==> config.mk <==
export PLATFORM = sky130hd
export DESIGN_NAME = nanorv32_ram_arbiter
export DESIGN_NICKNAME = d
export VERILOG_FILES = /design/src/rtl/nanorv32_ram_arbiter_pkg.sv /design/src/rtl/nanorv32_ram_arbiter_rr_arb2.sv /design/src/rtl/nanorv32_ram_arbiter.sv
export SDC_FILE = /design/constraint.sdc
export NUM_CORES = 1
export LEC_CHECK = 0
export CAP_MARGIN = 10
export CORE_MARGIN = 8
export CORE_UTILIZATION = 19
export DETAILED_ROUTE_END_ITERATION = 10
export MAX_ROUTING_LAYER = met4
export PLACE_DENSITY_LB_ADDON = 0.25
export SKIP_LAST_GASP = 1
export SYNTH_ARGS = -nofsm -noshare
export SYNTH_HDL_FRONTEND = slang
export SYNTH_SLANG_ARGS = --single-unit
==> constraint.sdc <==
create_clock -name clk -period 1.98 [get_ports clk]
set_input_delay 0.396 -clock clk [delete_from_list [all_inputs] [get_ports clk]]
set_output_delay 0.396 -clock clk [all_outputs]
set_load 0.1 [all_outputs]
==> src/rtl/nanorv32_ram_arbiter_pkg.sv <==
// Shared widths and port indices for the nanorv32 RAM arbiter.
package nanorv32_ram_arb_pkg;

  localparam int COL_WIDTH  = 8;
  localparam int NB_COL     = 4;
  localparam int DATA_WIDTH = COL_WIDTH * NB_COL;

  localparam logic IPORT = 1'b0;
  localparam logic DPORT = 1'b1;

endpackage

==> src/rtl/nanorv32_ram_arbiter_rr_arb2.sv <==
// Two-way arbiter: round-robin by default, DPORT priority with IPORT starvation
// guard when NANORV32_RAM_ARB_DPRIO_EN is defined.
module nanorv32_rr_arb2
  import nanorv32_ram_arb_pkg::*;
#(
  parameter int STARVE_MAX = 4
) (
  input  logic       clk,
  input  logic       rst_n,
  input  logic [1:0] req,
  output logic [1:0] gnt
);

  logic i_first;

`ifdef NANORV32_RAM_ARB_DPRIO_EN
  localparam int CNT_W = $clog2(STARVE_MAX + 1);
  logic [CNT_W-1:0] starve_cnt;

  always_comb i_first = (starve_cnt >= CNT_W'(STARVE_MAX));

  // Counts IPORT conflict losses; saturates so a long stall cannot wrap back to 0.
  always_ff @(posedge clk) begin
    if (!rst_n) begin
      starve_cnt <= '0;
    end else if (gnt[IPORT]) begin
      starve_cnt <= '0;
    end else if (req[IPORT] && (starve_cnt < CNT_W'(STARVE_MAX))) begin
      starve_cnt <= starve_cnt + 1'b1;
    end
  end
`else
  logic rr_last;

  always_comb i_first = (rr_last == DPORT);

  always_ff @(posedge clk) begin
    if (!rst_n) begin
      rr_last <= DPORT;
    end else if (|gnt) begin
      rr_last <= gnt[DPORT];
    end
  end
`endif

  always_comb begin
    gnt = 2'b00;
    if (rst_n) begin
      if (req == 2'b11) begin
        if (i_first) gnt[IPORT] = 1'b1;
        else         gnt[DPORT] = 1'b1;
      end else begin
        gnt = req;
      end
    end
  end

endmodule

==> src/rtl/nanorv32_ram_arbiter.sv <==
// Shares one byte-write RAM between fetch and load/store ports; read data returns
// one cycle after grant. NANORV32_RAM_ARB_DPRIO_EN selects DPORT-priority arbitration.
module nanorv32_ram_arbiter
  import nanorv32_ram_arb_pkg::*;
#(
  parameter int ADDR_WIDTH = 12,
  parameter int STARVE_MAX = 4
) (
  input  logic                  clk,
  input  logic                  rst_n,
  input  logic                  iport_req,
  input  logic [ADDR_WIDTH-1:0] iport_addr,
  output logic                  iport_gnt,
  output logic                  iport_rvalid,
  output logic [DATA_WIDTH-1:0] iport_rdata,
  input  logic                  dport_req,
  input  logic [ADDR_WIDTH-1:0] dport_addr,
  input  logic [NB_COL-1:0]     dport_we,
  input  logic [DATA_WIDTH-1:0] dport_wdata,
  output logic                  dport_gnt,
  output logic                  dport_rvalid,
  output logic [DATA_WIDTH-1:0] dport_rdata,
  output logic [NB_COL-1:0]     mem_we,
  output logic [ADDR_WIDTH-1:0] mem_addr,
  output logic [DATA_WIDTH-1:0] mem_din,
  input  logic [DATA_WIDTH-1:0] mem_dout
);

  logic [1:0] gnt;
  logic       sel_q;
  logic       win_sel;
  logic       rd_grant;
  logic       resp_valid;
  logic       resp_owner;

  nanorv32_rr_arb2 #(.STARVE_MAX(STARVE_MAX)) u_arb (
    .clk   (clk),
    .rst_n (rst_n),
    .req   ({dport_req, iport_req}),
    .gnt   (gnt)
  );

  assign iport_gnt = gnt[IPORT];
  assign dport_gnt = gnt[DPORT];

  // Idle cycles keep pointing at the last winner so the RAM address does not toggle.
  always_comb begin
    win_sel = sel_q;
    if (gnt[DPORT])      win_sel = DPORT;
    else if (gnt[IPORT]) win_sel = IPORT;
  end

  assign mem_addr = (win_sel == DPORT) ? dport_addr : iport_addr;
  assign mem_din  = dport_wdata;
  assign mem_we   = gnt[DPORT] ? dport_we : '0;
  assign rd_grant = gnt[IPORT] | (gnt[DPORT] & (dport_we == '0));

  always_ff @(posedge clk) begin
    if (!rst_n) begin
      sel_q      <= IPORT;
      resp_valid <= 1'b0;
      resp_owner <= IPORT;
    end else begin
      if (|gnt) sel_q <= win_sel;
      resp_valid <= rd_grant;
      if (rd_grant) resp_owner <= gnt[DPORT];
    end
  end

  assign iport_rvalid = resp_valid & (resp_owner == IPORT);
  assign dport_rvalid = resp_valid & (resp_owner == DPORT);
  assign iport_rdata  = iport_rvalid ? mem_dout : '0;
  assign dport_rdata  = dport_rvalid ? mem_dout : '0;

endmodule

==> results of run 1 <==
power by group:
part           total (W)  leakage (nW)  internal (W)  switching, W
sequential     0.0000881        0.0326     0.0000857    0.00000243
combinational   0.000997          1.51      0.000416      0.000581
clock           0.000170        0.0216      0.000129     0.0000402
timing repair:
action	4_1_cts	5_1_grt
setup buffers	1	0
pin swaps	2	2
cloned	0	0
hold buffers	0	0
gates resized for setup	24	4
endpoints found under the setup margin	18	10
Yosys cell counts:
| cell | instances |
|---|---|
| dfxtp_1 | 4 |
| o211a_1 | 1 |
| nand3_1 | 1 |
| nor2_1 | 1 |
| mux2_2 | 12 |
| buf_6 | 1 |
| nand2_1 | 4 |
| and3_1 | 32 |
| buf_4 | 32 |
| or4_1 | 1 |
| a32oi_2 | 1 |
| clkbuf_1 | 9 |
| nor3b_1 | 1 |
| nor2b_1 | 1 |
| inv_1 | 4 |
| and2_1 | 37 |
| o21ai_0 | 2 |
| a21o_2 | 1 |
logic make-up after synthesis:
kind of cell           count (synthesis)  synth area share [%]
AOI/OAI and AO/OA                      5                 4.343
buffers and inverters                 46                 28.95
DFF                                    4                 7.720
muxes                                 12                 13.03
and+or+nand+nor                       78                 45.96
metrics by stage:
stage / worst slack, ns / total power, W / util, %
global route: 0.003282 / 0.001297 / 62.66
CTS: 0.0001759 / 0.001267 / 62.99
global placement: -0.3363 / 0.001062 / 61.02
detailed placement: -0.3626 / 0.001069 / 61.02
finish: 0.05612 / 0.001255 / 62.66
floorplan: -0.06347 / 0.0009325 / -
area by class of cell:
cell class / instances / share of cell area, %
timing repair buffer: 159 / 71.07
tap: 72 / 2.660
inverter: 4 / 0.5541
clock buffer: 3 / 1.219
sequential: 4 / 2.401
multi-input combinational: 95 / 22.09
layout by cell type (no fill, tap or decap):
cell             count
a21o_2               1
a32oi_2              1
and2_1               4
and2_2              32
and2_4               1
and3_1              32
buf_12              85
buf_2                3
buf_4                9
buf_6                2
clkbuf_8             3
clkdlybuf4s50_1     60
clkinvlp_4           1
dfxtp_1              3
dfxtp_2              1
inv_1                3
mux2_2               1
mux2_4              11
nand2_1              2
nand2_2              2
nand3_1              1
nor2_1               1
nor2b_2              1
nor3b_1              1
o211a_1              1
o21ai_0              2
or4_1                1
worst max path at each step:
stage / endpoint / slack, ns / depth (start not counted) / startpoint
floorplan: mem_we[0] / -0.06 / 4 / iport_req
global placement: mem_addr[5] / -0.34 / 6 / iport_req
detailed placement: mem_addr[3] / -0.36 / 6 / iport_req
CTS: mem_addr[3] / 0.0002 / 6 / rst_n
global route: mem_addr[5] / 0.003 / 5 / u_arb.i_first$_SDFFE_PN1P_
finish: mem_addr[3] / 0.06 / 5 / u_arb.i_first$_SDFFE_PN1P_
routing by layer:
metal	share of wire (%)	routed length (um)
met1	36	2054
met2	51	2941
met3	11	646
met4	1.7	95
met5	0	0
registers in the layout, indices dropped and copies added (netlist names):
signal         count
sel_q              1
resp_owner         1
resp_valid         1
u_arb.i_first      1
worst max-delay path, stage by stage, from the launching register on:
cell	delay [ns]
dfxtp_2	0.33
nand2_2	0.06
a32oi_2	0.22
buf_6	0.20
mux2_4	0.33
buf_12	0.17
==> qor.yml, run 1 <==
logic_synthesis:
  yosysTopAreaCell: "buf_4"
  synth.yosys.seq_area_share_pct: 7.720
  syn_area_um2: 1037
  yosys-top-cells-area: "buf_4, and2_1, and3_1"
  syn_nets: 241
  yosys_warnings: 0
  syn_inst: 145
  synth.top_cell.area_share_pct: 23.16
  ys_seq_elements: 4
  ys_types: 18
  avgSynthCellArea_um2: 7.153
worst_setup_path:
  reg2reg_from: "u_arb.i_first$_SDFFE_PN1P_"
  critical_path_class: "flop to primary output"
  critical_path.startpoint_type: "flop"
  end_kind: "primary output"
  cp_data_arrival_time_ns: 1.53
  reg2reg_depth: 5
  path_max_fanout: 8
  cp.required_ns: 1.58
  rr_endpoint: "sel_q$_SDFFE_PN0P_"
  r2r_setup_slack_ns: 0.95
final_layout:
  drive_gt1_share_pct: 58.11
  instances_no_fill: 337
  antennaDiodeCount: 0
  final_area_um2: 3387
  nets: 363
  seq_area_um2: 81.33
  multi_input_area_um2: 748.2
  syn2layout_area_growth_pct: 226.5
  fillers: 414
global_routing:
  grt_overflow: 0
  grt.busiest_layer: "met2"
  grt_max_degree: 34
  grt_usage_pct: 13.91
  use_met1_pct: 13.21
  grt_antenna_before_repair: 0
  grt_pass1_wl_um: 8852
  use_met2_pct: 24.23
  grt_pass1_vias: 1563
  grt_util_met3_pct: 6.484
floorplanning:
  start_util_pct: 19.19
  dieArea_um2: 8079
  core-area_um2: 5405
  die_h_um: 89.89
  ios: 212
  die_w_um: 89.89
  rows: 27
cts:
  insertion_delay_ns: 0.21
  cts_buffers: 3
  cts-root-buf: "clkbuf_8"
  numClockSinks: 4
  path_clk_slew_ns: 0.03
  cts_tree: "yes"
  clockBufferDepth: 2
  htree_levels: 1
sta:
  period_share_pct: 97.17
  relSlewSlack_pct: 81.23
  fmax_mhz: 519.8
  hold_slack_ns: 0.5169
  final-setup-viol-count: 0
  rsz0062_at_grt: "no"
  slew_violations: 0
  fin_crit_ns: 1.924
  tightestPinTransition_ns: 0.2816
  fin_setup_tns_ns: 0
  finalClockSkew_ns: 0.0008936
  hold_viol_final: 0
power_and_ir_drop:
  ir_drop_mv: 0.3084
  power_density_nw_per_um2: 370.6
  p_leak_nw: 1.569
drt:
  drc: 0
  route.final.wire_length_um: 5738
  wire_per_inst_um: 17.03
  viasPerCell: 4.264
  first_pass_iters: 4
  num_vias: 1437
  drtIter0Drc: 33
  ant_nets: 0
min_path:
  hp-start: "rst_n"
  holdPathStages: 3
  hold_end: "u_arb.i_first$_SDFFE_PN1P_"
  hp-class: "input pin to flop"
job:
  cap_viol_max_count: 0
placement:
  place_inst: 333
  gp_congestion: 0.7670
  portBuffers: 147
  hpwl_um: 4959
  placed_area_um2: 3298
status:
  status: "completed"
No activity file was read; power rests on OpenSTA's default activity.
==> run 2: changes to the inputs <==
GPL_TIMING_DRIVEN = 0   (was unset)
==> run 2 against run 1 <==
  * Register-to-register slack lost 0.03 ns
  * Critical endpoint is now mem_addr[6]
  * Sequential share of layout area is 0.27 points higher
  * Die area did not move
  * Via count grew 17%
  * Sequential power increased by 3.7%
  * Global-route usage grew 2.1 points
  * First-iteration DRC count is 33% lower
  * Core utilization shrank 5.5 points
  * Setup slack worse by 0.018 ns
  * Non-clock buffer count rose by 65
  * Cell count is 19% higher
  * Fmax fell by 0.90%
==> qor.yml, run 2 (synthesis results as in run 1) <==
status:
  status: "completed"
sta:
  relSlewSlack_pct: 34.53
  period_share_pct: 98.05
  final-setup-viol-count: 0
  rsz0062_at_grt: "yes"
  fmax_mhz: 515.1
  hold_slack_ns: 0.4042
  slew_violations: 0
  hold_viol_final: 0
  finalClockSkew_ns: 0.001599
  worst_slack_ns: 0.03860
  fin_crit_ns: 1.941
  tightestPinTransition_ns: 0.9860
drt:
  drtIter0Drc: 22
  top_layer: "met4"
  wire_per_inst_um: 16.64
  wl_met3_um: 698
  first_pass_iters: 4
  drt-met1-wl_um: 2472
  num_vias: 1680
  drc: 0
  route.final.wire_length_um: 6688
  viasPerCell: 4.179
  ant_nets: 0
  wl_met2_um: 3466
worst_setup_path:
  critical_path.startpoint_type: "flop"
  path_max_fanout: 5
  critical_path_class: "flop to primary output"
  cp_slowest_cell: "dfxtp_2"
  cp_cell_sequence: "nand2_4, a32oi_4, buf_6, mux2_4, buf_12"
  crit_buf_inv: 2
  max_stage_delay_ns: 0.35
  cp.required_ns: 1.58
  end_kind: "primary output"
  crit_family: "flip-flops"
  r2r_setup_slack_ns: 0.92
  cp_data_arrival_time_ns: 1.55
floorplanning:
  ios: 212
  rows: 27
  start_util_pct: 19.19
  dieArea_um2: 8079
  core-area_um2: 5405
  die_h_um: 89.89
  die_w_um: 89.89
global_routing:
  grt_max_degree: 11
  grt_overflow: 0
  grt_pass1_vias: 1882
  grt_antenna_before_repair: 0
  grt_pass1_wl_um: 10260
  grt_usage_pct: 16.06
final_layout:
  final_common_cell: "buf_4"
  fillers: 525
  antennaDiodeCount: 0
  final_area_um2: 3089
  drive_gt1_share_pct: 56.06
  final_cell_mix: "buf_4, clkdlybuf4s50_1, and3_1, and2_2, dlygate4sd2_1"
  syn2layout_area_growth_pct: 197.8
  nets: 428
  instances_no_fill: 402
power_and_ir_drop:
  internal-power_w: 0.0006210
  power.switching_w: 0.0008873
  finalPower_w: 0.001508
  p_comb_share_pct: 82.4
  ir_drop_mv: 0.3138
  p_seq_share_pct: 6.1
  swShare_pct: 58.83
  clkPwrFrac_pct: 11.6
  p_leak_nw: 1.699
  power_density_nw_per_um2: 488.2
cts:
  cts_tree: "yes"
  cts-root-buf: "clkbuf_8"
  numClockSinks: 4
  htree_levels: 1
  clockBufferDepth: 2
  cts_buffers: 3
  insertion_delay_ns: 0.22
  path_clk_slew_ns: 0.03
job:
  cap_viol_max_count: 0
placement:
  place_inst: 396
  placed_area_um2: 2969
  portBuffers: 179
  hpwl_um: 5729
  post-place-ws_ns: -1.376
  gp_congestion: 0.7120
min_path:
  hp-class: "input pin to flop"
-- run 2: changes by cell type in the layout (fill, tap and decap cells not counted), sizes merged --
cell,delta
clkdlybuf4s15,+2
dlygate4sd2,+32
clkbuf,+9
buf,+22
-- run 2: through the flow --
step           setup TNS, ns  util [%]
2_1_floorplan        -0.2539         -
3_3_place_gp          -66.42     54.93
3_5_place_dp          -66.85     54.93
4_1_cts             -0.03872     56.99
5_1_grt            -0.005887     57.15
6_report                   0     57.15
-- run 2: worst reg2reg max path, delay by kind of cell, from the launching register on --
kind                   cells  cell delay (ns)
flip-flops                 1             0.35
buffers and inverters      2             0.27
AO/OA/AOI/OAI              1             0.23
AND/OR/NAND/NOR            2             0.10
-- run 2: routing by layer --
layer	global-route usage [%]	vias to the layer above
li1	-	822
met1	15.80	742
met2	28.40	112
met3	7.149	4
met4	3.745	0
met5	-	-
-- run 2: final cells by class --
cell class | instances | area (um^2) | share of cell area, %
Clock buffer | 3 | 41.29 | 1.337
Multi-Input combinational cell | 95 | 773.2 | 25.03
Sequential cell | 4 | 82.58 | 2.673
Tap cell | 72 | 90.09 | 2.916
Buffer | 42 | 295.3 | 9.559
Timing Repair Buffer | 182 | 1788 | 57.88
Inverter | 4 | 18.77 | 0.6075
-- run 2: power by group through the flow --
stage          combinational [W]  sequential (W)  clock [W]
2_1_floorplan           0.000844       0.0000890          0
4_1_cts                  0.00124       0.0000909   0.000179
3_3_place_gp             0.00116       0.0000905          0
6_report                 0.00124       0.0000914   0.000174
3_5_place_dp             0.00117       0.0000905          0
5_1_grt                  0.00128       0.0000924   0.000187
-- run 2: worst paths after layout --
kind	to	startpoint	depth (start not counted)
setup / recovery	mem_addr[6]	u_arb.i_first$_SDFFE_PN1P_	5
hold / removal	u_arb.i_first$_SDFFE_PN1P_	rst_n	2
setup reg to reg	sel_q$_SDFFE_PN0P_	u_arb.i_first$_SDFFE_PN1P_	5
hold reg to reg	u_arb.i_first$_SDFFE_PN1P_	u_arb.i_first$_SDFFE_PN1P_	2
-- run 2: timing repair --
item	in CTS	in global routing
endpoints found under the hold margin	0	0
gates cloned	1	0
resized for setup	612	16
hold buffers	0	0
setup buffers	2	0
endpoints found under the setup margin	116	78
pin swaps	2	2
